**src/rtl/ipsxe_floating_point_lzd_sched64.sv**
```systemverilog
// Time-shares one external 16-bit leading-one detector across a 64-bit operand:
// issues four slices MSB-first, collects results in order, reports position/lz/zero.
module ipsxe_floating_point_lzd_sched64 #(
    parameter int unsigned DET_LAT = 2,
    parameter int unsigned TAG_W   = 8
) (
    input  logic             i_clk,
    input  logic             i_rst,
    input  logic             i_aclken,
    input  logic             i_valid,
    output logic             o_ready,
    input  logic [63:0]      i_data,
    input  logic [TAG_W-1:0] i_tag,
    output logic [15:0]      o_det_data,
    input  logic [3:0]       i_det_loc,
    input  logic             i_det_zero,
    output logic             o_valid,
    input  logic             i_ready,
    output logic [5:0]       o_pos,
    output logic [6:0]       o_lz,
    output logic             o_zero,
    output logic [TAG_W-1:0] o_tag
);

    typedef enum logic [1:0] {S_IDLE, S_ISSUE, S_DRAIN, S_DONE} state_e;

    state_e             state_q, state_d;
    logic [63:0]        data_q, data_d;
    logic [TAG_W-1:0]   tag_q, tag_d;
    logic [1:0]         k_q, k_d;
    logic [1:0]         j_q, j_d;
    logic               found_q, found_d;
    logic [5:0]         pos_q, pos_d;
    logic [DET_LAT-1:0] vld_q, vld_d;
    logic               sample;

    logic               ready_q, ready_d;
    logic               valid_q, valid_d;
    logic [15:0]        det_q, det_d;
    logic [5:0]         opos_q, opos_d;
    logic [6:0]         olz_q, olz_d;
    logic               ozero_q, ozero_d;
    logic [TAG_W-1:0]   otag_q, otag_d;

    function automatic logic [15:0] slice_of(input logic [63:0] d, input logic [1:0] idx);
        case (idx)
            2'd0:    return d[63:48];
            2'd1:    return d[47:32];
            2'd2:    return d[31:16];
            default: return d[15:0];
        endcase
    endfunction

    // vld_q marks which past cycles issued a slice; its top bit means a result is due now
    assign sample = vld_q[DET_LAT-1];

    always_comb begin
        state_d = state_q;
        data_d  = data_q;
        tag_d   = tag_q;
        k_d     = k_q;
        j_d     = j_q;
        found_d = found_q;
        pos_d   = pos_q;
        vld_d   = (vld_q << 1) | DET_LAT'(state_q == S_ISSUE);
        det_d   = 16'h0;
        opos_d  = opos_q;
        olz_d   = olz_q;
        ozero_d = ozero_q;
        otag_d  = otag_q;

        if (sample) begin
            j_d = j_q + 2'd1;
            if (!found_q && !i_det_zero) begin
                found_d = 1'b1;
                pos_d   = {2'(2'd3 - j_q), i_det_loc};
            end
        end

        case (state_q)
            S_IDLE: begin
                if (i_valid) begin
                    data_d  = i_data;
                    tag_d   = i_tag;
                    k_d     = 2'd0;
                    j_d     = 2'd0;
                    found_d = 1'b0;
                    det_d   = i_data[63:48];
                    state_d = S_ISSUE;
                end
            end
            S_ISSUE: begin
                k_d = k_q + 2'd1;
                if (k_q == 2'd3) begin
                    state_d = S_DRAIN;
                end else begin
                    det_d = slice_of(data_q, k_q + 2'd1);
                end
            end
            S_DRAIN: begin
                // found_d/pos_d already include this cycle's final sample
                if (sample && j_q == 2'd3) begin
                    state_d = S_DONE;
                    otag_d  = tag_q;
                    if (found_d) begin
                        opos_d  = pos_d;
                        olz_d   = 7'd63 - {1'b0, pos_d};
                        ozero_d = 1'b0;
                    end else begin
                        opos_d  = 6'd0;
                        olz_d   = 7'd64;
                        ozero_d = 1'b1;
                    end
                end
            end
            S_DONE: begin
                if (i_ready) begin
                    state_d = S_IDLE;
                end
            end
            default: state_d = S_IDLE;
        endcase

        ready_d = (state_d == S_IDLE);
        valid_d = (state_d == S_DONE);
    end

    always_ff @(posedge i_clk or posedge i_rst) begin
        if (i_rst) begin
            state_q <= S_IDLE;
            data_q  <= 64'h0;
            tag_q   <= '0;
            k_q     <= 2'd0;
            j_q     <= 2'd0;
            found_q <= 1'b0;
            pos_q   <= 6'd0;
            vld_q   <= '0;
            ready_q <= 1'b1;
            valid_q <= 1'b0;
            det_q   <= 16'h0;
            opos_q  <= 6'd0;
            olz_q   <= 7'd0;
            ozero_q <= 1'b0;
            otag_q  <= '0;
        end else if (i_aclken) begin
            state_q <= state_d;
            data_q  <= data_d;
            tag_q   <= tag_d;
            k_q     <= k_d;
            j_q     <= j_d;
            found_q <= found_d;
            pos_q   <= pos_d;
            vld_q   <= vld_d;
            ready_q <= ready_d;
            valid_q <= valid_d;
            det_q   <= det_d;
            opos_q  <= opos_d;
            olz_q   <= olz_d;
            ozero_q <= ozero_d;
            otag_q  <= otag_d;
        end
    end

    assign o_ready    = ready_q;
    assign o_valid    = valid_q;
    assign o_det_data = det_q;
    assign o_pos      = opos_q;
    assign o_lz       = olz_q;
    assign o_zero     = ozero_q;
    assign o_tag      = otag_q;

endmodule

```
**config.mk**
```make
export PLATFORM = sky130hd
export DESIGN_NAME = ipsxe_floating_point_lzd_sched64
export DESIGN_NICKNAME = d
export VERILOG_FILES = /design/src/rtl/ipsxe_floating_point_lzd_sched64.sv
export SDC_FILE = /design/constraint.sdc
export NUM_CORES = 1
export LEC_CHECK = 0
export CORE_MARGIN = 3
export CORE_UTILIZATION = 25
export DETAILED_ROUTE_END_ITERATION = 8
export SLEW_MARGIN = 20
export SYNTH_ARGS = -nofsm -noshare
export SYNTH_HDL_FRONTEND = slang
export SYNTH_SLANG_ARGS = --single-unit
```
**constraint.sdc**
```tcl
create_clock -name i_clk -period 8.02 [get_ports i_clk]
set_input_delay 1.604 -clock i_clk [delete_from_list [all_inputs] [get_ports i_clk]]
set_output_delay 1.604 -clock i_clk [all_outputs]
set_load 0.05 [all_outputs]
```
**After elaboration in Yosys (flattened, before gate mapping)**

Cells that the tools add are included.

- Flip-flop bits (word level): 127
- Input bits: 82
- Output and inout port bits: 40
- Logic and storage cells: 63

- Add/subtract/negate cells: 4
- Eq/ne operators: 9
- Multiplexer cells: 23
- Bitwise gates (word level): 1
- Reduce and logical (&&, ||, !) cells: 11

Operators by type and width:

| operator | number |
|---|---|
| $pmux W16 S3 | 1 |
| $mux W16 | 2 |
| $pmux W16 S2 | 1 |
| $mux W6 | 3 |
| $mux W2 | 8 |
| $eq A2 B2 Y1 const B | 6 |
| $reduce_and A3 Y1 | 3 |
| $pmux W2 S4 | 1 |
| $mux W7 | 1 |
| $sub A6 B6 Y7 const A | 1 |
| $logic_not A2 Y1 | 3 |
| $mux W1 | 5 |
| $add A2 B1 Y2 const B | 2 |
| $eq A2 B1 Y1 const B | 2 |
| $pmux W2 S2 | 1 |
| $logic_and A1 B1 Y1 | 2 |
| $logic_not A1 Y1 | 2 |
| $ne A2 B2 Y1 const B | 1 |
| $or A2 B1 Y2 | 1 |
| $reduce_bool A2 Y1 | 1 |
| $sub A2 B2 Y2 const A | 1 |

**Depth between registers and ports, before layout**

Gate-level depths: netlist of run 1.

- Depth after elaboration: 6
- Depth in mapped cells: 7
- Gate-level depth less buffers: 5

**Least setup slack after synthesis of run 1**

OpenSTA, ideal clock, no wires.

- Kind: input -> register
- Start point: in i_aclken
- End point: reg det_q[10], in the netlist o_det_data[10]
- Setup time: 0.142 ns
- Data arrival time: 2.437 ns
- Required time: 7.878 ns
- Path slack: 5.441 ns
- Cell stages on the path: 6
- Path buffers: 3
- Cell sequence: buf_2 and4bb_2 buf_4 buf_4 nand2_1 o221ai_1

RTL lines:

| element | line | source |
|---|---|---|
| from (decl) | 9 | `input logic i_aclken,` |
| to (signal assigned) | 156 | `det_q <= det_d;` |
| to (decl) | 39 | `logic [15:0] det_q, det_d;` |

==> results.toml, run 1 <==
[clock_tree]
cts_buffers = 17
cts_tree = "yes"
h-tree-depth = 4
clockBufferDepth = 2
cts_hold_buf = 0
cts.sinks = 126
clk_pin_slew_ns = 0.06
post_cts_buffers = 0
cts.repair.resized = 0
clock-root-buffer = "clkbuf_16"
clock_latency_ns = 0.42

[sta]
worst_pin_slew_ns = 1.02
rsz0062_at_grt = "false"
maxSlewViolCount = 0
tns_ns = 0
clock_skew_ns = 0.00769
finalSetupViolCount = 0
slew_headroom = 0.316
post-route-period-util = 0.421
fin_crit_ns = 3.38
hold_violations = 0
fmax_mhz = 296

[routing]
drc = 0
wire_per_inst_um = 15.4
vias_per_cell = 4.46
drt_iter0_markers = 226
routed_wl_um = 14700
ant_nets = 0
vias = 4267
first_pass_iters = 5

[cells_and_area]
final_nets = 752
finalNonFillerCells = 957
fin_util = 0.346
final_common_cell = "nand2_1"
drive_gt1_frac = 0.0945
antenna_cells = 0
area_delta_synth_final_pct = 35.7
final_cell_mix = "222 x nand2_1, 125 x dfrtp_1, 121 x clkdlybuf4s50_1"

[logic_synthesis]
yosys_warnings = 0
ys_ff_latch = 126
syn-cell-area_mm2 = 0.00558
seq_area_frac_synth = 0.566
yosysUniqueCellTypes = 39
netlist_instances = 557
synth_fp_nets = 645
synth_edf_count = 0
ys.flop_type = "dfrtp_1"
async_reset_ff_frac = 1.00
synth_area_per_cell_um2 = 10.0

[critical_path]
crit_path_max_fanout = 72
cp-start-kind = "input port"
crit_buf_inv = 3
crit_slowest_cell = "buf_4"
r2r_cells = 3
worstSetupPathDepth = 6
crit_chain = "clkdlybuf4s50_1 -> buf_4 -> and4bb_2 -> buf_4 -> nand2_1 -> o221ai_1"
crit_type = "in2reg"
slowest_delay_ns = 0.59
crit_required_ns = 8.34
crit_top_cell = "buf_4"
rr_startpoint = "state_q[1]"
arrival_ns = 3.70
reg2reg_slack_ns = 5.99
endpoint = "o_det_data[5]"
crit_family = "buffers and inverters"
crit_path_end_kind = "flop"
worstReg2RegEnd = "o_tag[1]"
crit_path_start = "i_aclken"

[placed_design]
numPortBuffers = 121
dp_cells = 924
gp_congestion = 0.733
hpwl_um = 9600

[flow_run]
max-cap-violations = 0

[floorplanning]
die_w_um = 155
initial_utilization = 0.255
die_h_um = 155
die_area_mm2 = 0.0241
io_pins = 122
core_mm2 = 0.0219
std_cell_rows = 54

[global_routing]
grt_pass1_wl_um = 23700
grt-ovfl-total = 0
antenna_found_initial = 0
grt_usage = 0.126
grt_max_degree = 77
first_global_vias = 4274

[pwr]
p_leak_uw = 0.00347
irDropWorstVdd_mv = 0.146
power_per_cell_area_mw_per_mm2 = 383

[outcome]
status = "completed"

[hold_path]
min_path_type = "reg2reg"
==> area by class of cell <==
cell class,instances,area (um2)
fill,2256,14300
sequential,126,3150
multi-input combinational,367,2120
timing repair buffer,125,1250
clock buffer,18,429
tap,280,350
clock inverter,14,158
inverter,27,106
==> stage by stage <==
step	worst slack, ns	hold WS, ns	total power (uW)	area [um2]
4_1_cts	4.50	0.476	2930	7550
3_3_place_gp	4.07	0.455	2120	6960
6_report	4.64	0.471	2900	7570
2_1_floorplan	3.06	0.440	1830	5580
5_1_grt	4.46	0.493	3100	7570
3_5_place_dp	4.07	0.459	2140	6960
==> worst min-delay path, stage by stage, from the launching register on <==
cell,delay [ns]
dfrtp_1,0.34
nand2_1,0.05
nand2_1,0.05
==> worst min-delay path by stage <==
stage                           from          to  slack, ns  depth (start not counted)
after floorplan            data_q[0]   data_q[0]       0.44                          2
after global placement    data_q[11]  data_q[11]       0.46                          2
after detailed placement   data_q[4]   data_q[4]       0.46                          2
after CTS                   tag_q[7]    tag_q[7]       0.48                          2
after global routing      data_q[62]  data_q[62]       0.49                          2
final                       tag_q[7]    tag_q[7]       0.47                          2
==> kinds of logic after synthesis <==
| logic type | synth area share |
|---|---|
| buffers and inverters | 0.0579 |
| AND/OR/NAND/NOR | 0.192 |
| multiplexers | 0.0646 |
| adder cells (fa/ha/maj) | 0.0135 |
| AO/OA/AOI/OAI | 0.106 |
| flip-flops | 0.566 |
==> cell usage after synthesis, types with 2 or more instances <==
library cell | count | share of area
buf_4 | 4 | 0.0054
nor3_1 | 2 | 0.0018
ha_1 | 6 | 0.013
a222oi_1 | 16 | 0.029
o221ai_1 | 16 | 0.025
buf_6 | 6 | 0.012
and4bb_2 | 2 | 0.0045
a31oi_1 | 2 | 0.0022
o2bb2ai_1 | 12 | 0.019
and2_1 | 16 | 0.018
a22o_1 | 2 | 0.0031
mux2_2 | 12 | 0.024
nand2_1 | 222 | 0.15
mux2i_1 | 9 | 0.016
clkbuf_1 | 9 | 0.0061
buf_2 | 17 | 0.015
inv_1 | 27 | 0.018
dfrtp_1 | 125 | 0.56
o22ai_1 | 2 | 0.0022
mux2_4 | 9 | 0.024
nor2_1 | 4 | 0.0027
a21oi_1 | 2 | 0.0018
o21ai_0 | 19 | 0.017
==> registers in the layout (all words and copies together) (netlist names) <==
signal and cells:
tag_q 8, state_q 2, o_pos 6, j_q 2, vld_q 2, found_q 1
o_det_data 16, o_valid 1, data_q 64, o_tag 8, o_lz 7, pos_q 6
k_q 2, o_ready 1
==> power breakdown <==
| part | total, uW | switching, uW | leakage (uW) | internal [uW] |
|---|---|---|---|---|
| registers | 1100 | 184 | 0.00161 | 918 |
| clock network | 774 | 310 | 0.000284 | 464 |
| logic | 1030 | 588 | 0.00158 | 438 |
==> metal layers <==
metal,global-route usage,part of all wire
met5,0,0
met1,0.172,0.47
met2,0.190,0.47
met3,0.0389,0.050
met4,0.0409,0.011
Power figures use the tool's default switching activity.
==> run 2: changes to the inputs <==
==> constraint.sdc (replaced) <==
create_clock -name i_clk -period 3.4 [get_ports i_clk]
set_input_delay 0.68 -clock i_clk [delete_from_list [all_inputs] [get_ports i_clk]]
set_output_delay 0.68 -clock i_clk [all_outputs]
set_load 0.05 [all_outputs]
==> run 2 against run 1 <==
Against the previous run:
- final cell count is 0.42% higher
- wire length rose by 3.5%
- non-clock buffer count increased by 3
- die area is the same
- clock skew grew 0.0026 ns
- clock-buffer cell count increased by 1
- sequential share of layout area is 0.16 points lower
- power increased by 140%
- largest power group unchanged
==> results.toml, run 2 (synthesized netlist as in run 1, its figures left out) <==
[outcome]
status = "completed"

[pwr]
clkPwrFrac = 0.263
power_frac_comb = 0.355
irDropWorstVdd_mv = 0.351
switchingPower_uw = 2520
power_per_cell_area_mw_per_mm2 = 898
p_leak_uw = 0.00348
intPower_uw = 4300
p_seq_frac = 0.382
netSwitchingFraction = 0.369

[sta]
tns_ns = 0
hold_violations = 0
finalSetupViolCount = 0
post-route-period-util = 0.711
clock_skew_ns = 0.0103
worst_pin_slew_ns = 0.939
slew_headroom = 0.373
rsz0062_at_grt = "false"
worst_slack_ns = 0.984
maxSlewViolCount = 0
fmax_mhz = 414
fin_crit_ns = 2.42

[placed_design]
post_dp_cell_area_mm2 = 0.00701
gp_congestion = 0.736
hpwl_um = 9950
dpl_worst_slack_ns = 0.914
numPortBuffers = 121
dp_cells = 928

[critical_path]
crit_chain = "clkdlybuf4s50_1"
r2r_cells = 3
crit_family = "buffers and inverters"
crit_path_max_fanout = 2
crit_slowest_cell = "clkdlybuf4s50_1"
crit_buf_inv = 1
crit_type = "reg2out"
cp-start-kind = "flop"
slowest_delay_ns = 0.80
crit_required_ns = 2.72
crit_path_end_kind = "primary output"
arrival_ns = 1.74
worstSetupPathDepth = 1

[routing]
first_pass_iters = 5
drc = 0
vias = 4285
routed_wl_um = 15200
vias_per_cell = 4.46
wire_per_inst_um = 15.8
drt_iter0_markers = 238
ant_nets = 0

[floorplanning]
core_mm2 = 0.0219
die_h_um = 155
io_pins = 122
die_w_um = 155
die_area_mm2 = 0.0241
std_cell_rows = 54
initial_utilization = 0.255

[clock_tree]
cts.repair.resized = 0
post_cts_buffers = 0
clock_latency_ns = 0.41
cts.sinks = 126
cts_tree = "yes"
clk_pin_slew_ns = 0.06
cts_buffers = 17
clockBufferDepth = 2
cts_hold_buf = 0
h-tree-depth = 4
clock-root-buffer = "clkbuf_16"

[hold_path]
whs_path_depth = 2
min_path_type = "reg2reg"

[cells_and_area]
finalNonFillerCells = 961
area_delta_synth_final_pct = 36.2
final_cell_mix = "222 x nand2_1, 125 x dfrtp_1, 120 x clkdlybuf4s50_1"
final_common_cell = "nand2_1"
drive_gt1_frac = 0.100
regMostFlops = "data_q"
largest_register_ff_count = 64
stdcell_area_mm2 = 0.00760
final_nets = 755

[global_routing]
antenna_found_initial = 1
grt_usage = 0.128
grt-ovfl-total = 0
grt_pass1_wl_um = 24200
grt_max_degree = 73
first_global_vias = 4332

[flow_run]
max-cap-violations = 0
[run 2: cell types whose count changed in the layout (fill, tap and decap cells not counted), sizes merged]
cell	change
inv	-5
buf	+4
clkinv	+3
clkbuf	+1
clkdlybuf4s50	-1
clkinvlp	+1
diode	+1
[run 2: through the flow]
stage | power [uW] | util | hold slack, ns
5_1_grt | 7310 | 0.347 | 0.481
2_1_floorplan | 4320 | - | 0.440
3_5_place_dp | 5090 | 0.320 | 0.457
4_1_cts | 6940 | 0.347 | 0.471
6_report | 6820 | 0.347 | 0.466
3_3_place_gp | 5040 | 0.320 | 0.457
[run 2: path summary, 6_finish.rpt]
check / endpoint / start / slack [ns]
worst min-delay path: data_q[7] / data_q[7] / 0.47
worst min register to register: data_q[7] / data_q[7] / 0.47
worst max-delay path: o_ready / o_ready / 0.98
max in group asynchronous: o_ready / i_rst / 2.11
min in group asynchronous: tag_q[2] / i_rst / 0.53
worst max register to register: o_tag[6] / state_q[1] / 1.41
[run 2: power by group through the flow]
stage	sequential (uW)	clock [uW]	combinational, uW
floorplan	2960	0	1370
global placement	2620	0	2420
detailed placement	2630	0	2460
CTS	2610	1850	2470
global route	2700	1920	2690
finish	2610	1790	2430
[run 2: area by class of cell]
type                    count  area [um2]
diodes                      1        2.50
clock inverters            13         139
repair buffers            128        1280
flip-flops and latches    126        3150
well taps                 280         350
inverters                  27         105
fillers                  2278       14300
clock buffers              19         443
multi-input cells         367        2120
[run 2: tightest hold or removal path, delay by kind of cell (launching register included)]
kind | cells | cell delay, ns
DFF | 1 | 0.33
and+or+nand+nor | 2 | 0.10
[run 2: layer usage]
layer,GRT usage,wire length [um],vias to the layer above
met5,0,0,-
met1,0.175,6990,2100
li1,-,-,2083
met4,0.0421,129,0
met3,0.0328,635,6
met2,0.200,7450,96
==> run 3: changes to the inputs <==
==> constraint.sdc (replaced) <==
create_clock -name i_clk -period 2.14 [get_ports i_clk]
set_input_delay 0.428 -clock i_clk [delete_from_list [all_inputs] [get_ports i_clk]]
set_output_delay 0.428 -clock i_clk [all_outputs]
set_load 0.05 [all_outputs]
==> run 3 against run 2 <==
Against the previous run:
- combinational power up 65%
- register-to-register slack worse by 1.1 ns
- setup slack worse by 0.90 ns
- critical path depth unchanged
- non-clock buffer count up 10
- worst hold slack worse by 0.089 ns
==> results.toml, run 3 (synthesized netlist as in run 1, its figures left out) <==
[routing]
first_pass_iters = 5
wire_per_inst_um = 15.4
routed_wl_um = 14900
vias_per_cell = 4.50
drc = 0
ant_nets = 0
drt_iter0_markers = 227
vias = 4364

[clock_tree]
clock-root-buffer = "clkbuf_16"
post_cts_buffers = 0
cts.repair.resized = 0
clockBufferDepth = 2
cts.sinks = 126
clock_latency_ns = 0.40
cts_buffers = 17
cts_hold_buf = 0
clk_pin_slew_ns = 0.06
h-tree-depth = 4
cts_tree = "yes"

[pwr]
irDropWorstVdd_mv = 0.493
power_uw = 11200
p_leak_uw = 0.00357
power_per_cell_area_mw_per_mm2 = 1440

[sta]
maxSlewViolCount = 0
rsz0062_at_grt = "false"
post-route-period-util = 0.959
fmax_mhz = 487
worst_pin_slew_ns = 0.755
holdWs_ns = 0.377
fin_crit_ns = 2.05
tns_ns = 0
finalSetupViolCount = 0
slew_headroom = 0.497
clock_skew_ns = 0.00726
hold_violations = 0

[placed_design]
hpwl_um = 10500
numPortBuffers = 121
post_dp_cell_area_mm2 = 0.00716
gp_congestion = 0.744

[global_routing]
grt-ovfl-total = 0
first_global_vias = 4397
grt_max_degree = 61
antenna_found_initial = 0
grt_pass1_wl_um = 24100
grt_usage = 0.127

[cells_and_area]
regMostFlops = "data_q"
final_nets = 765
final_cell_mix = "222 x nand2_1, 125 x dfrtp_1, 118 x clkdlybuf4s50_1"
seq_area_mm2 = 0.00315
stdcell_area_mm2 = 0.00778
largest_register_ff_count = 64
num-fill-cells = 2236
drive_gt1_frac = 0.116
area_delta_synth_final_pct = 39.6
final_common_cell = "nand2_1"
antenna_cells = 0
multi_input_area_mm2 = 0.00212

[critical_path]
crit_type = "reg2out"
rr_startpoint = "k_q[0]"
crit_path_end_kind = "primary output"
crit_slowest_cell = "clkdlybuf4s50_1"
crit_path_max_fanout = 2
slowest_delay_ns = 0.82
arrival_ns = 1.62
cp-start-kind = "flop"
crit_required_ns = 1.71
crit_chain = "clkdlybuf4s50_1"
crit_buf_inv = 1
crit_path_start = "o_det_data[12]"
crit_family = "buffers and inverters"

[hold_path]
hold_start = "i_aclken"
min_path_type = "in2reg"

[floorplanning]
die_w_um = 155
initial_utilization = 0.255
die_h_um = 155
core_mm2 = 0.0219
die_area_mm2 = 0.0241
io_pins = 122
std_cell_rows = 54

[flow_run]
max-cap-violations = 0

[outcome]
status = "completed"
[run 3: cell types whose count changed in the layout (fill, tap and decap cells not counted), sizes merged]
cell	previous run	this run
buf	8	20
clkinv	7	3
bufinv	2	4
clkdlybuf4s50	120	118
clkinvlp	3	5
clkbuf	19	18
diode	1	0
[run 3: through the flow]
| step | setup WS [ns] | std cells | util |
|---|---|---|---|
| 3_5_place_dp | 0.231 | 938 | 0.327 |
| 2_1_floorplan | 0.160 | 557 | - |
| 4_1_cts | 0.0701 | 969 | 0.356 |
| 5_1_grt | 0.0371 | 969 | 0.356 |
| 6_report | 0.0875 | 969 | 0.356 |
| 3_3_place_gp | 0.254 | 938 | 0.327 |
[run 3: worst reg2reg max path, delay by kind of cell, from the launching register on]
family	cells	cell delay, ns
adders and majority gates	1	0.65
AOI/OAI and AO/OA	2	0.40
buffers and inverters	1	0.11
and+or+nand+nor	1	0.20
DFF	1	0.43
[run 3: power by group]
| group | switching [uW] | leakage [uW] | total (uW) | internal [uW] |
|---|---|---|---|---|
| registers | 649 | 0.00161 | 4090 | 3450 |
| logic | 2270 | 0.00167 | 4020 | 1750 |
| clock network | 1080 | 0.000295 | 3060 | 1980 |
| total | 4000 | 0.00357 | 11200 | 7170 |
[run 3: routing by layer]
| layer | routed length, um | GRT usage | up-vias |
|---|---|---|---|
| li1 | - | - | 2104 |
| met1 | 6950 | 0.171 | 2144 |
| met2 | 7160 | 0.198 | 102 |
| met3 | 578 | 0.0323 | 14 |
| met4 | 223 | 0.0442 | 0 |
| met5 | 0 | 0 | - |
[run 3: final timing paths]
| check | depth (start not counted) | to | slack [ns] |
|---|---|---|---|
| max | 1 | o_det_data[12] | 0.09 |
| min | 2 | o_ready | 0.38 |
| max reg2reg | 5 | o_det_data[15] | 0.29 |
| min reg2reg | 2 | data_q[13] | 0.47 |
| max in group asynchronous | 3 | data_q[55] | 1.31 |
| min in group asynchronous | 3 | data_q[61] | 0.49 |
[run 3: area by class of cell]
class	count	area share
sequential	126	0.405
inverter	27	0.0135
clock inverter	13	0.0239
multi-input combinational	367	0.272
clock buffer	18	0.0564
timing repair buffer	138	0.184
tap	280	0.0450
